$ cat src/rtl/clkdiv_pkg.sv
// ---------------------------------------------------------------------------
// clkdiv_pkg
// Shared definitions for the multi-channel clock divider.
//   DEFAULT_HALF_VALUE : half-period a channel loads at reset when the
//                        instantiating level does not override it
//   chan_op_t          : the single action a channel takes on a given edge
//   ch_width()         : width of a channel index, never less than one bit
// ---------------------------------------------------------------------------
package clkdiv_pkg;

   localparam int DEFAULT_HALF_VALUE = 50_000_000;

   typedef enum logic [2:0] {
      OP_COUNT,
      OP_TOGGLE,
      OP_APPLY,
      OP_IDLE,
      OP_SYNC
   } chan_op_t;

   function automatic int ch_width(input int n);
      return (n <= 1) ? 1 : $clog2(n);
   endfunction

endpackage

$ cat src/rtl/clkdiv_channel.sv
// ---------------------------------------------------------------------------
// clkdiv_channel
// One divider channel: half-period counter, pending-update register and the
// period-boundary logic that swaps in a new half-period without a glitch.
// Ports:
//   clk      : system clock, all state on its rising edge
//   rst      : synchronous active-high reset
//   sync     : restart the channel at the start of its low phase
//   wr       : accepted config write for this channel
//   wr_half  : half-period carried by that write (0 disables)
//   div_clk  : registered divided square wave
//   tick     : one-cycle pulse on the first high cycle of each period
//   pend     : an accepted write is waiting for its boundary
// ---------------------------------------------------------------------------
module clkdiv_channel
   import clkdiv_pkg::*;
#(
   parameter int WIDTH        = 26,
   parameter int DEFAULT_HALF = DEFAULT_HALF_VALUE
) (
   input  logic             clk,
   input  logic             rst,
   input  logic             sync,
   input  logic             wr,
   input  logic [WIDTH-1:0] wr_half,
   output logic             div_clk,
   output logic             tick,
   output logic             pend
);

   logic [WIDTH-1:0] half;
   logic [WIDTH-1:0] pend_half;
   logic [WIDTH-1:0] cnt;
   logic [WIDTH-1:0] half_nxt;
   logic [WIDTH-1:0] pend_half_nxt;
   logic [WIDTH-1:0] cnt_nxt;
   logic             div_nxt;
   logic             tick_nxt;
   logic             pend_nxt;
   logic             at_end;
   chan_op_t         op;

   // The last cycle of a half period; half-1 wraps in WIDTH bits on purpose,
   // but a disabled channel never reaches the counting branches anyway.
   assign at_end = (cnt == (half - WIDTH'(1)));

   // Pick the one action for this edge. Sync outranks everything else, a
   // disabled channel just idles, and a pending update is only taken on the
   // last high cycle so the running period always completes cleanly.
   always_comb begin
      op = OP_COUNT;
      if (sync) begin
         op = OP_SYNC;
      end else if (half == '0) begin
         op = OP_IDLE;
      end else if (at_end && div_clk && pend) begin
         op = OP_APPLY;
      end else if (at_end) begin
         op = OP_TOGGLE;
      end
   end

   // Next-state values for the chosen action. Sync and idle both park the
   // wave low and adopt any pending half-period at once. A write lands in the
   // pending register last; it can only be accepted while nothing is pending,
   // so it never races the clearing of pend above.
   always_comb begin
      half_nxt      = half;
      pend_half_nxt = pend_half;
      pend_nxt      = pend;
      cnt_nxt       = cnt;
      div_nxt       = div_clk;
      tick_nxt      = 1'b0;
      case (op)
         OP_SYNC, OP_IDLE: begin
            cnt_nxt = '0;
            div_nxt = 1'b0;
            if (pend) begin
               half_nxt = pend_half;
               pend_nxt = 1'b0;
            end
         end
         OP_APPLY: begin
            half_nxt = pend_half;
            pend_nxt = 1'b0;
            cnt_nxt  = '0;
            div_nxt  = 1'b0;
         end
         OP_TOGGLE: begin
            cnt_nxt  = '0;
            div_nxt  = ~div_clk;
            tick_nxt = ~div_clk;
         end
         default: begin
            cnt_nxt = cnt + WIDTH'(1);
         end
      endcase
      if (wr) begin
         pend_half_nxt = wr_half;
         pend_nxt      = 1'b1;
      end
   end

   // State register. Reset discards any pending write and reloads the
   // default half-period with the wave parked low.
   always_ff @(posedge clk) begin
      if (rst) begin
         half      <= WIDTH'(DEFAULT_HALF);
         pend_half <= '0;
         pend      <= 1'b0;
         cnt       <= '0;
         div_clk   <= 1'b0;
         tick      <= 1'b0;
      end else begin
         half      <= half_nxt;
         pend_half <= pend_half_nxt;
         pend      <= pend_nxt;
         cnt       <= cnt_nxt;
         div_clk   <= div_nxt;
         tick      <= tick_nxt;
      end
   end

endmodule

$ cat src/rtl/clkdiv_multi.sv
// ---------------------------------------------------------------------------
// clkdiv_multi
// NCH independent clock dividers with a shared valid/ready config port.
// Ports:
//   clk, rst   : system clock, synchronous active-high reset
//   cfg_valid  : config write request
//   cfg_ready  : write accepted when cfg_valid && cfg_ready
//   cfg_ch     : target channel; indices >= NCH are accepted and dropped
//   cfg_half   : new half-period, 0 disables the channel
//   sync       : phase-align every channel
//   div_clk    : divided square waves, one bit per channel
//   tick       : first-high-cycle pulse per channel
//   debug      : per-channel pending-update flags
// ---------------------------------------------------------------------------
module clkdiv_multi
   import clkdiv_pkg::*;
#(
   parameter  int NCH          = 4,
   parameter  int WIDTH        = 26,
   parameter  int DEFAULT_HALF = DEFAULT_HALF_VALUE,
   localparam int CH_W         = ch_width(NCH)
) (
   input  logic             clk,
   input  logic             rst,
   input  logic             cfg_valid,
   output logic             cfg_ready,
   input  logic [CH_W-1:0]  cfg_ch,
   input  logic [WIDTH-1:0] cfg_half,
   input  logic             sync,
   output logic [NCH-1:0]   div_clk,
   output logic [NCH-1:0]   tick,
   output logic [NCH-1:0]   debug
);

   localparam int NPAD = 1 << CH_W;

   logic [NCH-1:0]  pend;
   logic [NPAD-1:0] pend_ext;
   logic            accept;

   // Padding the pending flags out to every encodable index makes the
   // out-of-range channels read as "never pending", so they are always
   // ready and no separate range compare is needed.
   assign pend_ext  = NPAD'(pend);
   assign cfg_ready = ~pend_ext[cfg_ch];
   assign accept    = cfg_valid & cfg_ready;
   assign debug     = pend;

   // One channel per output bit; an out-of-range index matches none of the
   // write strobes, which is how such writes are dropped.
   for (genvar i = 0; i < NCH; i++) begin : g_ch
      logic wr;

      assign wr = accept && (cfg_ch == CH_W'(i));

      clkdiv_channel #(
         .WIDTH        (WIDTH),
         .DEFAULT_HALF (DEFAULT_HALF)
      ) u_channel (
         .clk     (clk),
         .rst     (rst),
         .sync    (sync),
         .wr      (wr),
         .wr_half (cfg_half),
         .div_clk (div_clk[i]),
         .tick    (tick[i]),
         .pend    (pend[i])
      );
   end

endmodule
$ cat config.mk
export PLATFORM = sky130hd
export DESIGN_NAME = clkdiv_multi
export DESIGN_NICKNAME = d
export VERILOG_FILES = /design/src/rtl/clkdiv_pkg.sv /design/src/rtl/clkdiv_channel.sv /design/src/rtl/clkdiv_multi.sv
export SDC_FILE = /design/constraint.sdc
export NUM_CORES = 1
export LEC_CHECK = 0
export CORE_UTILIZATION = 40
export DETAILED_ROUTE_END_ITERATION = 10
export PLACE_DENSITY = 0.61
export SLEW_MARGIN = 20
export SYNTH_ARGS = -nofsm -noshare
export SYNTH_HDL_FRONTEND = slang
export SYNTH_SLANG_ARGS = --single-unit
$ cat constraint.sdc
create_clock -name clk -period 4.6 [get_ports clk]
set_clock_uncertainty 0.1 [all_clocks]
set_input_delay 0.46 -clock clk [delete_from_list [all_inputs] [get_ports clk]]
set_output_delay 0.46 -clock clk [all_outputs]
set_load 0.005 [all_outputs]
# == After elaboration in Yosys (flattened, before gate mapping) ==
# Cells that the tools add are included.
# op_classes
addsub,8
magnitude_cmp,1
eq_ne,27
mux,38
n_bitwise,10
n_reduce_logical,49
# op_table
op,count
$pmux 26 s2,4
$add 26x1->26 const B,4
$eq 26x26->1,4
$logic_not 26->1,4
$mux 26,4
$sub 26x1->26 const B,4
$mux 3,12
$eq 3x2->1 const B,8
$reduce_bool 2->1,12
$reduce_or 5->1,4
$reduce_or 2->1,8
$mux 1,13
$eq 3x1->1 const B,4
$eq 3x3->1 const B,4
$logic_and 1x1->1,12
$reduce_or 3->1,4
$not 1->1,9
$ne 2x1->1 const B,4
$pmux 1 s2,4
$reduce_and 2->1,4
$eq 2x2->1 const B,2
$lt 2x3->1 const B,1
$bmux 1 s2,1
$eq 2x1->1 const B,1
other kinds (2),2
# word_totals
regBits,324
out_inout_bits,13
elab_cells,157

# == Logic depth before layout (Yosys ltp) ==
# Gate-level depths: netlist of run 1.
# depth
word_depth,11
mapped_depth,13
depth_no_buf,10

# == By module ==
# Synthesis of run 1 repeated with hierarchy kept, for this count alone.
# hier_totals
hier_cells,1906
hier_area_um2,17036.3
# by_module_without_submodules
module,instances,cells_per_inst,area_per_inst_um2
clkdiv_channel at g_ch[0].u_channel ...,3,468,4185.3
clkdiv_channel at g_ch[3].u_channel,1,495,4416.7
clkdiv_multi,1,7,63.8

# == Worst setup path before layout of run 1 ==
# No wires, ideal clock.
# synth_path
kind,register -> register
from,register g_ch[0].u_channel.half[0]
to,register g_ch[0].u_channel.half[10]
setup_time_ns,0.072
t_arrival_ns,3.204
required_time_ns,4.428
path_slack_ns,1.225
stages_incl_launch_ff,14
path_buffers,3
synth_period_minus_slack_ns,3.375
cell_sequence,dfxtp_1 -> clkbuf_1 -> inv_1 -> ha_1 -> nor4b_1 -> nand4_1 -> nor2_1 -> nand3_1 -> a2111oi_0 -> nand4_1 -> a21boi_1 -> buf_4 -> buf_4 -> mux2i_1
# synth_via
elab_chain_len,11
# synth_lines
item,line_no,rtl
"start, declared",clkdiv_channel.sv:31,logic [WIDTH-1:0] half;
"start signal, assigned",clkdiv_channel.sv:108,half <= WIDTH'(DEFAULT_HALF);
"start signal, assigned",clkdiv_channel.sv:115,half <= half_nxt;
$sub 26x1->26,clkdiv_channel.sv:45,assign at_end = (cnt == (half - WIDTH'(1)));
$eq 26x26->1,clkdiv_channel.sv:45,
$logic_and 1x1->1 (2 in series),clkdiv_channel.sv:56,end else if (at_end && div_clk && pend) begin
$mux 3,clkdiv_channel.sv:56,
$mux 3 *,clkdiv_channel.sv:54,end else if (half == '0) begin
$mux 3 *,clkdiv_channel.sv:52,if (sync) begin
$eq 3x3->1 or $eq 3x2->1 (tied branches),clkdiv_channel.sv:74,case (op)
$reduce_or 2->1,n/a,
$ne 2x1->1 (no line) or $reduce_bool 2->1 (tied branches),n/a,
$reduce_and 2->1 (no line),n/a,
# Every way passes the cells marked *; elsewhere a longest branch is shown, timed or not.
# A chain may end at the register's enable or synchronous reset.

# == Worst setup path after layout of run 1 ==
# layout_path
from,register g_ch[0].u_channel.half[0]
to,register g_ch[0].u_channel.half[1]
# The elaborated chain is that of the path after synthesis.

==> results of run 1 <==
-- worst paths after layout --
check                                  startpoint                              end  slack, ns  cells past startpoint
setup reg to reg        g_ch[0].u_channel.half[0]        g_ch[0].u_channel.half[1]       0.56                     11
hold reg to reg   g_ch[2].u_channel.pend_half[25]  g_ch[2].u_channel.pend_half[25]       0.35                      2
setup / recovery        g_ch[0].u_channel.half[0]        g_ch[0].u_channel.half[1]       0.56                     11
hold / removal                                rst   g_ch[2].u_channel.pend_half[2]       0.32                      2
-- synthesized netlist by cell type, types with 4 or more instances --
cell type	instances
a211oi_1	21
a21oi_1	141
a31oi_1	18
and2_1	7
and3_1	25
and4_1	6
and4b_1	5
buf_2	9
buf_4	20
clkbuf_1	105
dfxtp_1	324
dlygate4sd1_1	4
ha_1	8
inv_1	31
mux2i_1	79
nand2_1	285
nand2b_1	93
nand3_1	84
nand3b_1	13
nand4_1	24
nand4b_1	7
nor2_1	281
nor2b_1	7
nor3_1	78
nor3b_1	21
nor4_1	37
o211ai_1	25
o21a_1	5
o21ai_0	16
o21bai_1	4
o31ai_1	4
o32ai_1	13
or2_2	9
or3_1	25
or3b_2	13
or4_1	16
or4_4	5
or4b_2	4
xnor2_1	125
xor2_1	99
-- per-layer routing --
layer  wire length (um)  global-route usage  up-vias
met2              20100               0.323      268
met5                  0                   0        -
met3               2160              0.0349       76
li1                   -                   -     7328
met1              20400               0.260     6925
met4               1130              0.0624        0
-- sequential cells by signal, summed over array words and instances, names as in the netlist --
name	cells
g_ch.u_channel.pend	4
g_ch.u_channel.half	104
g_ch.u_channel.cnt	104
g_ch.u_channel.pend_half	104
g_ch.u_channel.div_clk	4
g_ch.u_channel.tick	4
-- logic make-up after synthesis --
logic type / Yosys count / synth area share
mux: 81 / 0.0477
flops: 324 / 0.375
compound gates: 286 / 0.105
simple gates: 1062 / 0.305
buf+inv: 175 / 0.0474
xor+xnor: 224 / 0.114
fa+ha+maj: 8 / 0.00579
-- layout make-up --
| cell class | instances | area [um^2] |
|---|---|---|
| Fill cell | 4150 | 23000 |
| Multi-Input combinational cell | 1661 | 10000 |
| Sequential cell | 324 | 6490 |
| Clock buffer | 54 | 1100 |
| Tap cell | 539 | 674 |
| Timing Repair Buffer | 67 | 631 |
| Clock inverter | 15 | 219 |
| Inverter | 31 | 116 |
-- stage by stage --
| step | power, mW | hold WS, ns | setup slack, ns | area, um^2 |
|---|---|---|---|---|
| after floorplan | 3.21 | 0.325 | 1.22 | 17300 |
| after global placement | 3.33 | 0.343 | 0.648 | 17900 |
| after detailed placement | 3.34 | 0.347 | 0.582 | 17900 |
| after CTS | 6.51 | 0.313 | 0.534 | 19200 |
| after global routing | 6.67 | 0.352 | 0.124 | 19200 |
| final | 6.44 | 0.321 | 0.560 | 19200 |
-- power groups by stage --
| stage | combinational, mW | clock, mW | sequential, mW |
|---|---|---|---|
| floorplan | 0.253 | 0 | 2.95 |
| global placement | 0.351 | 0 | 2.98 |
| detailed placement | 0.357 | 0 | 2.98 |
| CTS | 0.359 | 3.23 | 2.92 |
| global route | 0.393 | 3.35 | 2.93 |
| finish | 0.359 | 3.16 | 2.92 |
-- critical path, delay by kind of cell, from the launching register on --
family | cells | cell delay (ns)
AO/OA/AOI/OAI | 2 | 0.74
adder cells (fa/ha/maj) | 1 | 0.23
buffers and inverters | 2 | 0.49
flip-flops | 1 | 0.38
multiplexers | 1 | 0.24
AND/OR/NAND/NOR | 5 | 1.78
-- layout by cell type, fill, tap and decap left out, types with 31 or more instances in the layout --
master           netlist  layout
nand2b_1              93      93
inv_1                 31      31
nor2_1               281     281
a21oi_1              141     141
xor2_1                99      99
nand2_1              285     285
clkbuf_16              0      38
nor3_1                78      76
mux2i_1               79      79
clkdlybuf4s50_1        0      43
xnor2_1              125     125
nand3_1               84      84
dfxtp_1              324     323
nor4_1                37      37
==> results by group, run 1 <==
Global routing
  – Global-route wire length before repair: 71000 um
  – Largest net degree at the start of global routing: roughly 120
  – Total track usage: 0.196
  – Initial antenna violation count: 0
  – Vias in the first global route: 13700
  – Grt total ovfl: 0

Final layout
  – Area Growth Syn to Fin: 11.4%
  – Share of layout cells above drive strength 1: 0.0655
  – Post-Layout Cell Count: 2691
  – Core Util, Final: 0.456
  – Nets: 2163
  – Antenna diode count: 0

Yosys
  – Top cell type by total area after synthesis: dfxtp_1
  – Ys Warns: 0
  – Post-synth top area share: 0.375
  – Avg Cell Area, Syn: 8.00 um^2
  – Asr flop ratio synth: 0
  – Synth Flop Type: dfxtp_1
  – EDFF count, synth: 0
  – Unique masters post-synth: 79
  – Seq/Total Area, Yosys: 0.375
  – Ranking of synthesized cells by area: dfxtp_1 38%, xnor2_1 6.3%, nand2_1 6.2%, nor2_1 6.1%, xor2_1 5.0%
  – Mapped Cells: about 2200
  – Yosys reg bits: 324
  – Syn_nets: 2200
  – Post-synthesis cell area: 17300 um^2

Pwr
  – Combinational share of power: 0.056
  – Switching Fraction: 0.231
  – Clock power frac: 0.491
  – P per Cell Area: roughly 330 nW/um^2
  – Pint: 4.95 mW
  – Net switching power: 1.48 mW
  – Leakage: 6.19 nW
  – Sequential share of power: 0.454
  – Maximum vdd drop: ~0.25 mV

Place
  – DP Wirelength: 30500 um
  – Dpl cells: 2622
  – I/O Buffers: 44
  – GPL Wtd Cong: 0.876

Timing
  – Total negative slack: 0 ns
  – Final Hold Viols: 0
  – Slew @ Worst Pin: about 1.0 ns
  – F_max: 0.248 GHz
  – Period minus WS final: ~4 ns
  – Unrepaired setup endpoints after global routing: no
  – Final Cycle Share: 0.878
  – # setup viols final: 0
  – Slew HR: 0.296
  – Count of pins over their slew limit: 0

Setup path
  – Crit-path max cell delay: 0.86 ns
  – Most frequent cell on the critical path: nand4_1
  – Worst path slowest cell: nor4b_1
  – CP Data Required Time: a little under 5 ns
  – CP endpoint kind: register
  – Critical path startpoint category: register
  – Critical path cell sequence: inv_1 -> ha_1 -> nor4b_1 -> nand4_1 -> nor2_1 -> nand3_1 -> a2111oi_0 -> nand4_1 -> a21boi_4 -> buf_4 -> mux2i_1
  – Max FO, Critical Path: 26
  – CP Data Arrival Time: 4.41 ns
  – WS Path Type: register to register

Floorplan
  – Io pins: 45
  – Row cnt: 75
  – Initial core utilization: 0.409
  – Die height: 210 um
  – Core ar.: roughly 42000 um^2
  – Total Die Area: 44000 um^2
  – Die W: 210 um

Min path
  – Hold WC Path Type: input port to register

Clock tree
  – Setup repair bufs after CTS: 0
  – CTS H-tree depth: 2
  – # hold bufs at CTS: 0
  – Worst-Skew Late Latency: 0.54 ns
  – Clock Pin Slew Worst Setup and Hold Paths: 0.06 ns
  – CTS tree: built
  – CTS buffer count: 38
  – Clock tree buffer depth: 3
  – CTS Root Buffer Type: clkbuf_16
  – CTS sink count: 324
  – Resize count post-CTS: 0

Route
  – Antenna-violating nets left: 0
  – Vias: between 10000 and 15000
  – Total Wirelength: 43700 um
  – Vias per cell: 5.42
  – DRT Pass-1 Iters: 6
  – Remaining DRCs: 0
  – DRT iter0 DRCs: around 1000
  – DR WL/cell: 16.2 um

Flow run
  – Count of maximum capacitance violations: 0

Outcome
  – Outcome: finished clean
No activity file was read; power rests on OpenSTA's default activity.
==> inputs of run 2 (changes only) <==
Settings changed: CORE_MARGIN from default to 3.
==> run 2 against run 1 <==
Effect of this change:
- worst hold slack gained 0.014 ns
- sequential power hardly changed
- worst setup slack lost 0.0036 ns
- fmax is essentially flat
- first-iteration DRC count increased by 3.2%
- critical path type unchanged
- global-route usage down 0.83 points
- die area is 3.8% higher
- final cell count rose by 1.2%
- cell area down 0.25%
- critical path depth down 2
==> results by group, run 2 (synthesis gave the netlist of run 1 again) <==
Setup path
  – Max FO, Critical Path: 14 (-46%)
  – WS Path Type: register to register
  – Worst path slowest cell: or4_4
  – Buf/Inv on CP: 1 (-1)
  – CP Data Required Time: 4.90 ns (-0.07 ns)
  – Top Family by Delay on Critical Path: simple AND/OR/NAND/NOR gates
  – CP Data Arrival Time: 4.34 ns (-0.07 ns)
  – Critical path startpoint category: register
  – Critical path cell sequence: inv_1 -> ha_1 -> or4b_1 -> or3_1 -> a2111oi_0 -> nand2_1 -> or4_4 -> nor2_2 -> o211ai_1
  – CP endpoint kind: register
  – Crit-path max cell delay: 0.62 ns (-0.24 ns)

Route
  – Total Wirelength: 43700 um (about the same)
  – Vias: 14700 (+0.53%)
  – DRT iter0 DRCs: 1073 (+3.2%)
  – Remaining DRCs: 0 (unchanged)
  – Vias per cell: 5.39 (-0.65%)
  – DRT Pass-1 Iters: 5 (-1)
  – Antenna-violating nets left: 0 (unchanged)
  – DR WL/cell: 16.1 um (-1.2%)

Clock tree
  – Clock tree buffer depth: 3 (unchanged)
  – Setup repair bufs after CTS: 0 (unchanged)
  – CTS Root Buffer Type: clkbuf_16
  – Worst-Skew Late Latency: 0.54 ns (about the same)
  – Resize count post-CTS: 0 (unchanged)
  – CTS H-tree depth: 2 (unchanged)
  – CTS sink count: 324 (unchanged)
  – Clock Pin Slew Worst Setup and Hold Paths: 0.06 ns (about the same)
  – CTS buffer count: 37 (-2.6%)
  – CTS tree: built
  – # hold bufs at CTS: 0 (unchanged)

Place
  – Post-place setup slack: 0.547 ns (-0.0354 ns)
  – GPL Wtd Cong: 0.850 (-2.9%)
  – Dpl cells: 2660 (+1.4%)
  – I/O Buffers: 44 (unchanged)
  – Placed Area: 18000 um^2 (+0.20%)
  – DP Wirelength: 30400 um (-0.44%)

Timing
  – Slew @ Worst Pin: 1.01 ns (-0.0300 ns)
  – Slew HR: 0.326 (+0.0298)
  – Count of pins over their slew limit: 0 (unchanged)
  – F_max: 0.247 GHz (about the same)
  – # setup viols final: 0 (unchanged)
  – Final Hold Viols: 0 (unchanged)
  – Period minus WS final: 4.04 ns (+0.00364 ns)
  – Hold_ws: 0.334 ns (+0.0135 ns)
  – Final Cycle Share: 0.879 (about the same)
  – Unrepaired setup endpoints after global routing: no
  – Total negative slack: 0 ns (unchanged)
  – Final worst-path setup slack: 0.557 ns (-0.00365 ns)

Global routing
  – Global-route wire length before repair: 70100 um (-1.1%)
  – Initial antenna violation count: 0 (unchanged)
  – Total track usage: 0.188 (-0.00832)
  – Grt total ovfl: 0 (unchanged)
  – Largest net degree at the start of global routing: 148 (+21%)
  – Vias in the first global route: 13500 (-2.2%)

Outcome
  – Outcome: finished clean

Pwr
  – Leakage: 6.14 nW (-0.74%)
  – P per Cell Area: 326 nW/um^2 (-2.5%)
  – Maximum vdd drop: 0.230 mV (-6.3%)
  – Post-layout power: 6.26 mW (-2.7%)

Final layout
  – Area Growth Syn to Fin: 11.1%
  – Most common cell after layout, fill and taps aside: dfxtp_1
  – Share of layout cells above drive strength 1: 0.0648 (-0.000749)
  – Post-Layout Cell Count: 2723 (+1.2%)
  – Core Util, Final: 0.454 (-0.00216)
  – Antenna diode count: 0 (unchanged)
  – Biggest registers after layout: g_ch.u_channel.cnt x104, g_ch.u_channel.half x104, g_ch.u_channel.pend_half x104
  – Multi-input logic area: 10000 um^2 (about the same)
  – Final instance area: 19200 um^2 (-0.25%)
  – Fillers: 4070 (-1.9%)
  – Register area: 6490 um^2 (unchanged)
  – Most frequent cells in the layout: 323 x dfxtp_1, 285 x nand2_1, 281 x nor2_1
  – Nets: 2162 (-0.046%)

Floorplan
  – Io pins: 45 (unchanged)
  – Die height: 214 um (+1.9%)
  – Die W: 214 um (+1.9%)
  – Total Die Area: 45700 um^2 (+3.8%)
  – Core ar.: 42300 um^2 (+0.22%)
  – Initial core utilization: 0.408 (-0.000907)
  – Row cnt: 75 (unchanged)

Min path
  – Hold WC Path Type: input port to register

Flow run
  – Count of maximum capacitance violations: 0 (unchanged)
## run 2: final timing paths
kind	endpoint	cells past startpoint	slack (ns)	startpoint
worst max register to register	g_ch[2].u_channel.half[11]	9	0.56	g_ch[2].u_channel.half[0]
worst min-delay path	g_ch[2].u_channel.pend_half[2]	2	0.33	rst
worst min register to register	g_ch[2].u_channel.pend_half[22]	2	0.35	g_ch[2].u_channel.pend_half[22]
worst max-delay path	g_ch[2].u_channel.half[11]	9	0.56	g_ch[2].u_channel.half[0]
## run 2: report_power, final
group | leakage, nW | switching (mW) | total, mW | internal [mW]
Clock | 0.611 | 1.19 | 2.98 | 1.80
Sequential | 2.62 | 0.0586 | 2.92 | 2.86
Combinational | 2.91 | 0.220 | 0.358 | 0.137
Total | 6.14 | 1.46 | 6.26 | 4.79
## run 2: metal layers
layer  up-vias  part of all wire  track usage
met5         -                 0            0
met4         0             0.032       0.0668
met3        90             0.049       0.0354
met2       306              0.46        0.304
met1      6950              0.46        0.252
li1       7328                 -            -
## run 2: layout make-up
class                      instances  share of cell area
inverter                          31             0.00606
sequential                       324               0.338
clock buffer                      52              0.0581
timing repair buffer              67              0.0322
multi-input combinational       1661               0.522
clock inverter                    11             0.00600
tap                              577              0.0376
==> inputs of run 3 (changes only) <==
Settings changed: CORE_MARGIN 3 to default.
Clock period 4.6 ns to 4.9 ns, I/O delays scaled along.
==> run 3 against run 2 <==
Effect of this change:
- largest power group is now registers
- worst setup slack better by 0.30 ns
- largest cell class unchanged
- critical path depth did not move
- highest routed layer unchanged
- core utilization is 0.21 points lower
- non-clock buffer count shrank 1
- sequential power is 6% lower
- cell area is 0.68% lower
- worst hold slack lost 0.044 ns
- clock power is 10% lower
==> results by group, run 3 (synthesis gave the netlist of run 1 again) <==
Outcome
  – Outcome: finished clean

Setup path
  – CP endpoint kind: register
  – Worst path slowest cell: or4_4
  – WS Path Type: register to register
  – CP Data Required Time: 5.20 ns (+0.30 ns)
  – Critical path cell sequence: inv_1 -> ha_1 -> or4b_1 -> nor4_1 -> a31oi_1 -> or2_2 -> or4_4 -> nor2_2 -> o211ai_1
  – CP Data Arrival Time: 4.34 ns (about the same)
  – Crit-path max cell delay: 0.63 ns (about the same)
  – Critical path startpoint category: register
  – Max FO, Critical Path: 14 (unchanged)

Timing
  – Slew HR: 0.355 (+0.0297)
  – Unrepaired setup endpoints after global routing: no
  – Slew @ Worst Pin: 0.967 ns (-0.0445 ns)
  – Count of pins over their slew limit: 0 (unchanged)
  – Final Cycle Share: 0.825 (-0.0542)
  – # setup viols final: 0 (unchanged)
  – Final Hold Viols: 0 (unchanged)
  – Total negative slack: 0 ns (unchanged)
  – F_max: 0.247 GHz (about the same)
  – Final worst-path setup slack: 0.858 ns (+0.302 ns)
  – Period minus WS final: 4.04 ns (-0.00174 ns)

Clock tree
  – # hold bufs at CTS: 0 (unchanged)
  – Resize count post-CTS: 0 (unchanged)
  – Clock tree buffer depth: 3 (unchanged)
  – Clock Pin Slew Worst Setup and Hold Paths: 0.06 ns (about the same)
  – CTS Root Buffer Type: clkbuf_16
  – CTS buffer count: 36 (-2.7%)
  – Setup repair bufs after CTS: 0 (unchanged)
  – CTS sink count: 324 (unchanged)
  – CTS H-tree depth: 2 (unchanged)
  – Worst-Skew Late Latency: 0.54 ns (about the same)
  – CTS tree: built

Floorplan
  – Die height: 210 um (-1.9%)
  – Initial core utilization: 0.409 (+0.000907)
  – Total Die Area: 44000 um^2 (-3.7%)
  – Die W: 210 um (-1.9%)
  – Io pins: 45 (unchanged)
  – Core ar.: 42200 um^2 (-0.22%)
  – Row cnt: 75 (unchanged)

Final layout
  – Final instance area: 19100 um^2 (-0.68%)
  – Biggest registers after layout: g_ch.u_channel.cnt x104, g_ch.u_channel.half x104, g_ch.u_channel.pend_half x104
  – Area Growth Syn to Fin: 10.4%
  – Most frequent cells in the layout: 323 x dfxtp_1, 285 x nand2_1, 281 x nor2_1
  – Post-Layout Cell Count: 2684 (-1.4%)
  – Share of layout cells above drive strength 1: 0.0606 (-0.00417)
  – Nets: 2160 (-0.093%)
  – Antenna diode count: 0 (unchanged)
  – Most common cell after layout, fill and taps aside: dfxtp_1

Place
  – I/O Buffers: 44 (unchanged)
  – Dpl cells: 2621 (-1.5%)
  – DP Wirelength: 30500 um (+0.39%)
  – Post-place setup slack: 0.955 ns (+0.408 ns)
  – Placed Area: 17900 um^2 (-0.31%)
  – GPL Wtd Cong: 0.863 (+1.6%)

Pwr
  – Leakage: 6.09 nW (-0.77%)
  – P per Cell Area: 301 nW/um^2 (-7.6%)
  – Maximum vdd drop: 0.224 mV (-2.5%)

Global routing
  – Largest net degree at the start of global routing: 106 (-28%)
  – Global-route wire length before repair: 70800 um (+0.89%)
  – Grt total ovfl: 0 (unchanged)
  – Initial antenna violation count: 0 (unchanged)
  – Vias in the first global route: 13500 (+0.73%)
  – Total track usage: 0.197 (+0.00885)

Min path
  – Hold WC Path Type: input port to register

Route
  – DRT Pass-1 Iters: 6 (+1)
  – Vias: 14600 (-0.25%)
  – Total Wirelength: 43800 um (+0.18%)
  – Antenna-violating nets left: 0 (unchanged)
  – Vias per cell: 5.45 (+1.2%)
  – DRT iter0 DRCs: 1147 (+6.9%)
  – Remaining DRCs: 0 (unchanged)
  – DR WL/cell: 16.3 um (+1.6%)

Flow run
  – Count of maximum capacitance violations: 0 (unchanged)
==> run 3: per-layer routing <==
metal / part of all wire / track usage / up-vias
li1: - / - / 7326
met1: 0.47 / 0.265 / 6977
met2: 0.47 / 0.325 / 268
met3: 0.041 / 0.0301 / 66
met4: 0.021 / 0.0536 / 0
met5: 0 / 0 / -
==> run 3: final timing paths <==
kind	cells past startpoint	to	slack [ns]	start
hold reg to reg	2	g_ch[2].u_channel.pend_half[13]	0.35	g_ch[2].u_channel.pend_half[13]
hold / removal	2	g_ch[2].u_channel.pend_half[2]	0.29	rst
setup reg to reg	9	g_ch[2].u_channel.half[0]	0.86	g_ch[2].u_channel.half[0]
setup / recovery	9	g_ch[2].u_channel.half[0]	0.86	g_ch[2].u_channel.half[0]
==> run 3: critical path: cells and delay by family, from the launching register on <==
kind                     cells  cell delay (ns)
AO/OA/AOI/OAI                2             0.40
adder cells (fa/ha/maj)      1             0.22
flip-flops                   1             0.34
AND/OR/NAND/NOR              5             2.73
buffers and inverters        1             0.10
==> run 3: area by class of cell <==
class                           count  area (um^2)
Clock buffer                       59         1130
Inverter                           31          116
Sequential cell                   324         6490
Clock inverter                      4         31.3
Multi-Input combinational cell   1661        10000
Fill cell                        4139        23200
Tap cell                          539          674
Timing Repair Buffer               66          611
==> run 3: per-stage QoR <==
step                      total power, mW  hold slack [ns]   util
after CTS                            5.80            0.276  0.451
after global routing                 5.96            0.309  0.451
after global placement               3.12            0.338  0.424
final                                5.74            0.291  0.451
after floorplan                      3.01            0.325      -
after detailed placement             3.13            0.346  0.424
==> run 3: power by group <==
| part | switching [mW] | total (mW) | internal [mW] |
|---|---|---|---|
| logic | 0.208 | 0.337 | 0.128 |
| clock network | 1.10 | 2.67 | 1.57 |
| registers | 0.0539 | 2.74 | 2.68 |
| total | 1.36 | 5.74 | 4.38 |
